==> src/rtl/life_grid_engine_if.sv <==
// Control interface for life_grid_engine: step handshake, row-load port
// and generation status. The controller (buttons / step timer) takes the
// master modport; the engine takes the slave modport.
interface life_grid_engine_if #(
    parameter int ROWS = 8,
    parameter int COLS = 8
);
    logic                    step_req;
    logic                    wrap_mode;
    logic                    load_en;
    logic [$clog2(ROWS)-1:0] load_row;
    logic [COLS-1:0]         load_data;
    logic                    step_busy;
    logic                    step_done;
    logic [15:0]             generation;

    modport master (
        output step_req, wrap_mode, load_en, load_row, load_data,
        input  step_busy, step_done, generation
    );

    modport slave (
        input  step_req, wrap_mode, load_en, load_row, load_data,
        output step_busy, step_done, generation
    );
endinterface

==> src/rtl/life_grid_engine.sv <==
// life_grid_engine: ROWS x COLS Game-of-Life (B3/S23) core with a
// row-multiplexed matrix display. A generation is computed one row per
// cycle into a shadow grid and committed in a single cycle, so the display
// only ever shows complete generations.
// Optional macro LIFE_POPCOUNT_EN adds registered population/extinct outputs.
module life_grid_engine #(
    parameter int                   ROWS       = 8,
    parameter int                   COLS       = 8,
    parameter int                   SCAN_TICKS = 1000,
    parameter logic [ROWS*COLS-1:0] INIT       = 64'h0000_0000_0007_0402
) (
    input  logic                     clk,
    input  logic                     rst,
    life_grid_engine_if.slave        ctl,
    output logic [ROWS-1:0]          rows_out,
    output logic [COLS-1:0]          columns_out
`ifdef LIFE_POPCOUNT_EN
    ,
    output logic [$clog2(ROWS*COLS+1)-1:0] population,
    output logic                           extinct
`endif
);
    localparam int RW = $clog2(ROWS);
    localparam int CW = $clog2(COLS);
    localparam int TW = (SCAN_TICKS > 1) ? $clog2(SCAN_TICKS) : 1;
    localparam logic [RW:0] ROW_LIMIT = (RW+1)'(ROWS);

    localparam logic [1:0] ST_IDLE    = 2'd0;
    localparam logic [1:0] ST_COMPUTE = 2'd1;
    localparam logic [1:0] ST_COMMIT  = 2'd2;

    typedef logic [COLS-1:0] row_t;
    typedef row_t grid_t [ROWS];

    grid_t         grid_q, grid_d;
    grid_t         shadow_q, shadow_d;
    logic [1:0]    state_q, state_d;
    logic [RW-1:0] row_q, row_d;
    logic          wrap_q, wrap_d;
    logic [15:0]   gen_q, gen_d;
    logic [TW-1:0] tick_q, tick_d;
    logic [RW-1:0] scan_q, scan_d;
    row_t          next_row;
    logic [3:0]    nbr_cnt;

    // Cell lookup with edge handling: dead outside the grid, or toroidal.
    function automatic logic cell_at(input grid_t g, input int r, input int c,
                                     input logic wrap);
        int rr;
        int cc;
        rr = r;
        cc = c;
        if (wrap) begin
            if (rr < 0) rr = rr + ROWS;
            else if (rr >= ROWS) rr = rr - ROWS;
            if (cc < 0) cc = cc + COLS;
            else if (cc >= COLS) cc = cc - COLS;
        end else if (rr < 0 || rr >= ROWS || cc < 0 || cc >= COLS) begin
            return 1'b0;
        end
        return g[RW'(rr)][CW'(cc)];
    endfunction

    // Next-generation contents of the row currently being computed.
    always_comb begin
        // NOTE: every variable gets a default first so no latch is inferred.
        next_row = '0;
        nbr_cnt  = '0;
        for (int c = 0; c < COLS; c++) begin
            nbr_cnt = '0;
            for (int dr = -1; dr <= 1; dr++) begin
                for (int dc = -1; dc <= 1; dc++) begin
                    if (dr != 0 || dc != 0) begin
                        nbr_cnt = nbr_cnt +
                                  4'(cell_at(grid_q, int'(row_q) + dr, c + dc, wrap_q));
                    end
                end
            end
            next_row[c] = (nbr_cnt == 4'd3) || (grid_q[row_q][c] && nbr_cnt == 4'd2);
        end
    end

    // Step FSM, row loads, shadow writes and commit.
    always_comb begin
        state_d  = state_q;
        row_d    = row_q;
        wrap_d   = wrap_q;
        gen_d    = gen_q;
        grid_d   = grid_q;
        shadow_d = shadow_q;
        case (state_q)
            ST_IDLE: begin
                if (ctl.load_en) begin
                    // Load wins over a simultaneous step request.
                    if ({1'b0, ctl.load_row} < ROW_LIMIT) begin
                        grid_d[ctl.load_row] = ctl.load_data;
                    end
                end else if (ctl.step_req) begin
                    wrap_d  = ctl.wrap_mode;
                    row_d   = '0;
                    state_d = ST_COMPUTE;
                end
            end
            ST_COMPUTE: begin
                shadow_d[row_q] = next_row;
                if (row_q == RW'(ROWS - 1)) begin
                    state_d = ST_COMMIT;
                end else begin
                    row_d = row_q + RW'(1);
                end
            end
            ST_COMMIT: begin
                grid_d  = shadow_q;
                gen_d   = gen_q + 16'd1;
                state_d = ST_IDLE;
            end
            default: state_d = ST_IDLE;
        endcase
    end

    // Free-running display scan, independent of the step FSM.
    always_comb begin
        tick_d = tick_q + TW'(1);
        scan_d = scan_q;
        if (tick_q == TW'(SCAN_TICKS - 1)) begin
            tick_d = '0;
            scan_d = (scan_q == RW'(ROWS - 1)) ? '0 : scan_q + RW'(1);
        end
    end

    // State registers with synchronous reset.
    always_ff @(posedge clk) begin
        // NOTE: sequential state uses non-blocking assignments only.
        if (rst) begin
            state_q <= ST_IDLE;
            row_q   <= '0;
            wrap_q  <= 1'b0;
            gen_q   <= '0;
            tick_q  <= '0;
            scan_q  <= '0;
            // NOTE: the grids are small flop arrays (not RAM), so they are
            // reset like any other register.
            for (int r = 0; r < ROWS; r++) begin
                grid_q[r]   <= INIT[r*COLS +: COLS];
                shadow_q[r] <= '0;
            end
        end else begin
            state_q  <= state_d;
            row_q    <= row_d;
            wrap_q   <= wrap_d;
            gen_q    <= gen_d;
            tick_q   <= tick_d;
            scan_q   <= scan_d;
            grid_q   <= grid_d;
            shadow_q <= shadow_d;
        end
    end

    assign ctl.step_busy  = (state_q != ST_IDLE);
    assign ctl.step_done  = (state_q == ST_COMMIT);
    assign ctl.generation = gen_q;
    assign rows_out       = ROWS'(1) << scan_q;
    assign columns_out    = grid_q[scan_q];

`ifdef LIFE_POPCOUNT_EN
    localparam int PW = $clog2(ROWS*COLS+1);

    logic [PW-1:0] population_q, population_d;
    logic          extinct_q, extinct_d;

    // Live-cell count of the committed grid.
    always_comb begin
        population_d = '0;
        for (int r = 0; r < ROWS; r++) begin
            for (int c = 0; c < COLS; c++) begin
                population_d = population_d + PW'(grid_q[r][c]);
            end
        end
        extinct_d = (population_d == '0);
    end

    // Population registers, one cycle behind the committed grid.
    always_ff @(posedge clk) begin
        if (rst) begin
            population_q <= PW'($countones(INIT));
            extinct_q    <= (INIT == '0);
        end else begin
            population_q <= population_d;
            extinct_q    <= extinct_d;
        end
    end

    assign population = population_q;
    assign extinct    = extinct_q;
`endif
endmodule

==> src/flat_wrapper.sv <==
// flat-port wrapper written by rule: the top's interface ports become plain ports
module life_grid_engine_flat 
#(
    parameter int                   ROWS       = 8,
    parameter int                   COLS       = 8,
    parameter int                   SCAN_TICKS = 1000,
    parameter logic [ROWS*COLS-1:0] INIT       = 64'h0000_0000_0007_0402
)
  (clk, rst, rows_out, columns_out, ctl_step_req, ctl_wrap_mode, ctl_load_en, ctl_load_row, ctl_load_data, ctl_step_busy, ctl_step_done, ctl_generation);
  life_grid_engine_if #(.ROWS(ROWS), .COLS(COLS)) ctl_i ();
  input  logic clk;
  input  logic rst;
  output logic [ROWS-1:0] rows_out;
  output logic [COLS-1:0] columns_out;
  input wire logic [$bits(ctl_i.step_req)-1:0] ctl_step_req;
  input wire logic [$bits(ctl_i.wrap_mode)-1:0] ctl_wrap_mode;
  input wire logic [$bits(ctl_i.load_en)-1:0] ctl_load_en;
  input wire logic [$bits(ctl_i.load_row)-1:0] ctl_load_row;
  input wire logic [$bits(ctl_i.load_data)-1:0] ctl_load_data;
  output wire logic [$bits(ctl_i.step_busy)-1:0] ctl_step_busy;
  output wire logic [$bits(ctl_i.step_done)-1:0] ctl_step_done;
  output wire logic [$bits(ctl_i.generation)-1:0] ctl_generation;
  assign ctl_i.step_req = ctl_step_req;
  assign ctl_i.wrap_mode = ctl_wrap_mode;
  assign ctl_i.load_en = ctl_load_en;
  assign ctl_i.load_row = ctl_load_row;
  assign ctl_i.load_data = ctl_load_data;
  assign ctl_step_busy = ctl_i.step_busy;
  assign ctl_step_done = ctl_i.step_done;
  assign ctl_generation = ctl_i.generation;
  life_grid_engine #(.ROWS(ROWS), .COLS(COLS), .SCAN_TICKS(SCAN_TICKS), .INIT(INIT)) u_core (.clk(clk), .rst(rst), .ctl(ctl_i), .rows_out(rows_out), .columns_out(columns_out));
endmodule
==> config.mk <==
export PLATFORM = sky130hd
export DESIGN_NAME = life_grid_engine_flat
export DESIGN_NICKNAME = d
export VERILOG_FILES = /design/src/rtl/life_grid_engine_if.sv /design/src/rtl/life_grid_engine.sv /design/src/flat_wrapper.sv
export SDC_FILE = /design/constraint.sdc
export NUM_CORES = 1
export LEC_CHECK = 0
export ABC_CLOCK_PERIOD_IN_PS = 5900
export CORE_ASPECT_RATIO = 0.9
export CORE_MARGIN = 5
export CORE_UTILIZATION = 45
export DETAILED_ROUTE_END_ITERATION = 7
export HOLD_SLACK_MARGIN = 0.03
export PLACE_DENSITY = 0.63
export SYNTH_ARGS = -nofsm -noshare
export SYNTH_HDL_FRONTEND = slang
export SYNTH_SLANG_ARGS = --single-unit
==> constraint.sdc <==
create_clock -name clk -period 5.9 [get_ports clk]
set_clock_uncertainty 0.15 [all_clocks]
set_input_delay 1.475 -clock clk [delete_from_list [all_inputs] [get_ports clk]]
set_output_delay 1.475 -clock clk [all_outputs]
set_load 0.01 [all_outputs]
==> impl_metrics.tcl <==
set metrics [dict create \
    status "finished clean" \
    total_power_mw 2.453 \
    crit_family "adder cells" \
    setup_violations 0 \
    synth-edff-count 0 \
    ant_nets 0 \
    ys_types 64 \
    multi_input_area_sq_um 5104 \
    power_density_nw_per_um2 253.3 \
    period_needed_ns 5.504 \
    setup-tns-final_ns 0 \
    crit_slowest_cell "mux4_2" \
    ios 50 \
    grt-ovfl-total 0 \
    cts.clk_slew.worst_paths_ns 0.07 \
    synth_xor_xnor_area_share_pct 1.853 \
    avgSynthCellArea_sq_um 8.910 \
    area_growth_pct 13.79 \
    critical_path_class "flip-flop to flip-flop" \
    post_cts_resized 0 \
    routabilityCongestion 0.9485 \
    synth_top_family_by_area "simple AND/OR/NAND/NOR gates" \
    fin_nets 1015 \
    drt_wl_total_um 26460 \
    cts_tree "yes" \
    synth.most_common_cell "dfxtp_1" \
    crit_required_ns 6.10 \
    synthTopCellsByArea "dfxtp_1 35%, mux4_2 9.0%, nor2_1 5.3%" \
    synth_warnings 0 \
    finalMaxSlewViolations 0 \
    comb_power_share_pct 11.0 \
    clkPwrFrac_pct 47.1 \
    seqCellArea_sq_um 2943 \
    switching_power_mw 0.6608 \
    ys_seq_elements 147 \
    p_seq_share_pct 41.9 \
    worstMarginPinSlew_ns 1.103 \
    vias 7469 \
    drc_errors 0 \
    via_per_inst 6.112 \
    synth.yosys.seq_area_share_pct 34.58 \
    io_buffer_count 49 \
    core-area_sq_um 18470 \
    synth_commonest_cells "147 x dfxtp_1, 121 x nor2_1, 104 x nand2_1, 77 x nand3_1" \
    worstPathCellList "inv_1, ha_1, ha_1, mux4_2, mux2i_1, nor2_1, ha_1, inv_1, fa_1, fa_1, fa_1, fa_1, nor4b_1, o221ai_4, o21ai_0" \
    fmax_ghz 0.1817 \
    critPathMaxFanout 8 \
    synthSimpleGateAreaFrac_pct 25.04 \
    clock_sinks 147 \
    grt_max_degree 68 \
    max_cap_violations 0 \
    critical_path.startpoint_type "flip-flop" \
    hpwl_um 17850 \
    rsz0062_at_grt "no" \
    finalHoldViolCount 0 \
    netlist.area_leader.share_pct 34.58 \
    drive_gt1_share_pct 11.67 \
    cts_setup_buffers 0 \
    grt_use_total_pct 24.10 \
    first_iter_violations 695 \
    ys_async_sr_fraction_pct 0 \
    cts_buffers 17 \
    clkLatencyLatePin_ns 0.43 \
    p_leak_nw 3.452 \
    synth_ff_type "dfxtp_1" \
    synth.net_count 1006 \
    hp-class "flip-flop to flip-flop" \
    fillers 1735 \
    netlist_area_sq_um 8509 \
    crit_buf_inv 2 \
    htreeDepth 4 \
    cp_data_arrival_time_ns 5.71 \
    first_pass_iters 7 \
    post_drt_wl_per_cell_um 21.65 \
    cpPeakStageDelay_ns 0.56 \
    grt_pass1_wl_um 40610 \
    clockRootBuffer "clkbuf_16" \
    syn_inst 955 \
    fin_crit_sh_pct 93.29 \
    grt_pass1_vias 6805 \
    start_util_pct 46.08 \
    yosys-mux-area-fraction_pct 15.25 \
    rows 47 \
    synth-compound-area-share_pct 11.37 \
    antenna-diode-count 0 \
    antenna_found_initial 0 \
    relSlewSlack_pct 26.40 \
    swShare_pct 26.94 \
    die_y_um 140.5 \
    peakVddDrop_uv 179.3 \
    clockBufferDepth 2 \
    fp.dieW_um 155.0 \
    synthAdderAreaFrac_pct 6.381 \
    ctsHoldBuffers 0 \
    synth.largest_area_cell "dfxtp_1" \
    setup.worst_path.end_class "flip-flop" \
    cpMostUsedCell "fa_1" \
    fp.dieArea_sq_um 21760 \
    p_int_mw 1.792 \
]
-- cell type report --
cell class                 count  share of cell area (%)
inverter                      34                   1.318
tap                          245                   3.166
sequential                   147                   30.39
multi-input combinational    702                   52.71
clock buffer                  19                   4.574
clock inverter                13                   1.796
timing repair buffer          62                   6.047
-- per-layer routing --
| layer | vias to the layer above | track usage (%) | part of all wire (%) |
|---|---|---|---|
| li1 | 3487 | - | - |
| met1 | 3571 | 34.55 | 44 |
| met2 | 371 | 34.89 | 43 |
| met3 | 40 | 7.279 | 11 |
| met4 | 0 | 7.342 | 2.2 |
| met5 | - | 0 | 0 |
-- placed cells by master, fill, tap and decap left out, types with 4 or more instances in the layout --
cell / n
nand2_1: 104
ha_1: 21
nor2_2: 5
nor2b_1: 13
or3_1: 4
a21oi_1: 45
a211oi_1: 20
nor2_1: 121
or2_2: 4
a311oi_1: 39
clkbuf_16: 17
mux2_2: 10
nor3b_1: 4
xnor2_1: 9
o21ai_0: 11
and3_1: 4
mux4_2: 34
dfxtp_1: 147
nand4_1: 22
and2_1: 10
nand3_1: 77
clkinvlp_4: 5
nor4_1: 16
inv_1: 31
nand2b_1: 6
mux2i_1: 34
clkdlybuf4s50_1: 48
nor3_1: 23
xor2_1: 9
fa_1: 14
buf_4: 14
-- tightest hold or removal path, cell delays in order, from the launching register on --
cell and delay (ns):
dfxtp_1 0.31, nand2_1 0.05, a21oi_1 0.05
-- sequential cells by signal (all words and copies together), names as in the netlist --
name,count
u_core.grid_q,64
u_core.wrap_q,1
u_core.row_q,3
u_core.shadow_q,48
u_core.tick_q,10
u_core.state_q,2
u_core.ctl.generation,16
u_core.scan_q,3
-- per-stage QoR --
stage / cell area (sq um) / cells / utilization, % / setup slack, ns / hold WS (ns)
2_1_floorplan: 8509 / 955 / - / 0.4012 / 0.2679
3_3_place_gp: 9066 / 1190 / 49.10 / 0.6056 / 0.2833
3_5_place_dp: 9066 / 1190 / 49.10 / 0.3838 / 0.2973
4_1_cts: 9683 / 1222 / 52.44 / 0.3759 / 0.3064
5_1_grt: 9683 / 1222 / 52.44 / 0.1194 / 0.3281
6_report: 9683 / 1222 / 52.44 / 0.3959 / 0.3037
-- cells by family after synthesis --
| logic type | Yosys count |
|---|---|
| multiplexers | 81 |
| adder cells (fa/ha/maj) | 35 |
| XOR/XNOR | 18 |
| flip-flops | 147 |
| AO/OA/AOI/OAI | 132 |
| AND/OR/NAND/NOR | 436 |
| buffers and inverters | 106 |
-- worst paths after layout --
check	depth (start not counted)	endpoint	slack, ns	startpoint
hold reg to reg	2	u_core.grid_q[22]	0.30	u_core.grid_q[22]
setup / recovery	15	u_core.shadow_q[1]	0.40	u_core.row_q[0]
hold / removal	2	u_core.grid_q[22]	0.30	u_core.grid_q[22]
setup reg to reg	15	u_core.shadow_q[1]	0.40	u_core.row_q[0]
-- power by group through the flow --
stage / Combinational [mW] / Sequential (mW) / Clock [mW]
after global placement: 0.263 / 1.05 / 0
final: 0.269 / 1.03 / 1.16
after global routing: 0.292 / 1.03 / 1.20
after detailed placement: 0.264 / 1.05 / 0
after floorplan: 0.193 / 1.04 / 0
after CTS: 0.267 / 1.03 / 1.16
Power figures use the tool's default switching activity.
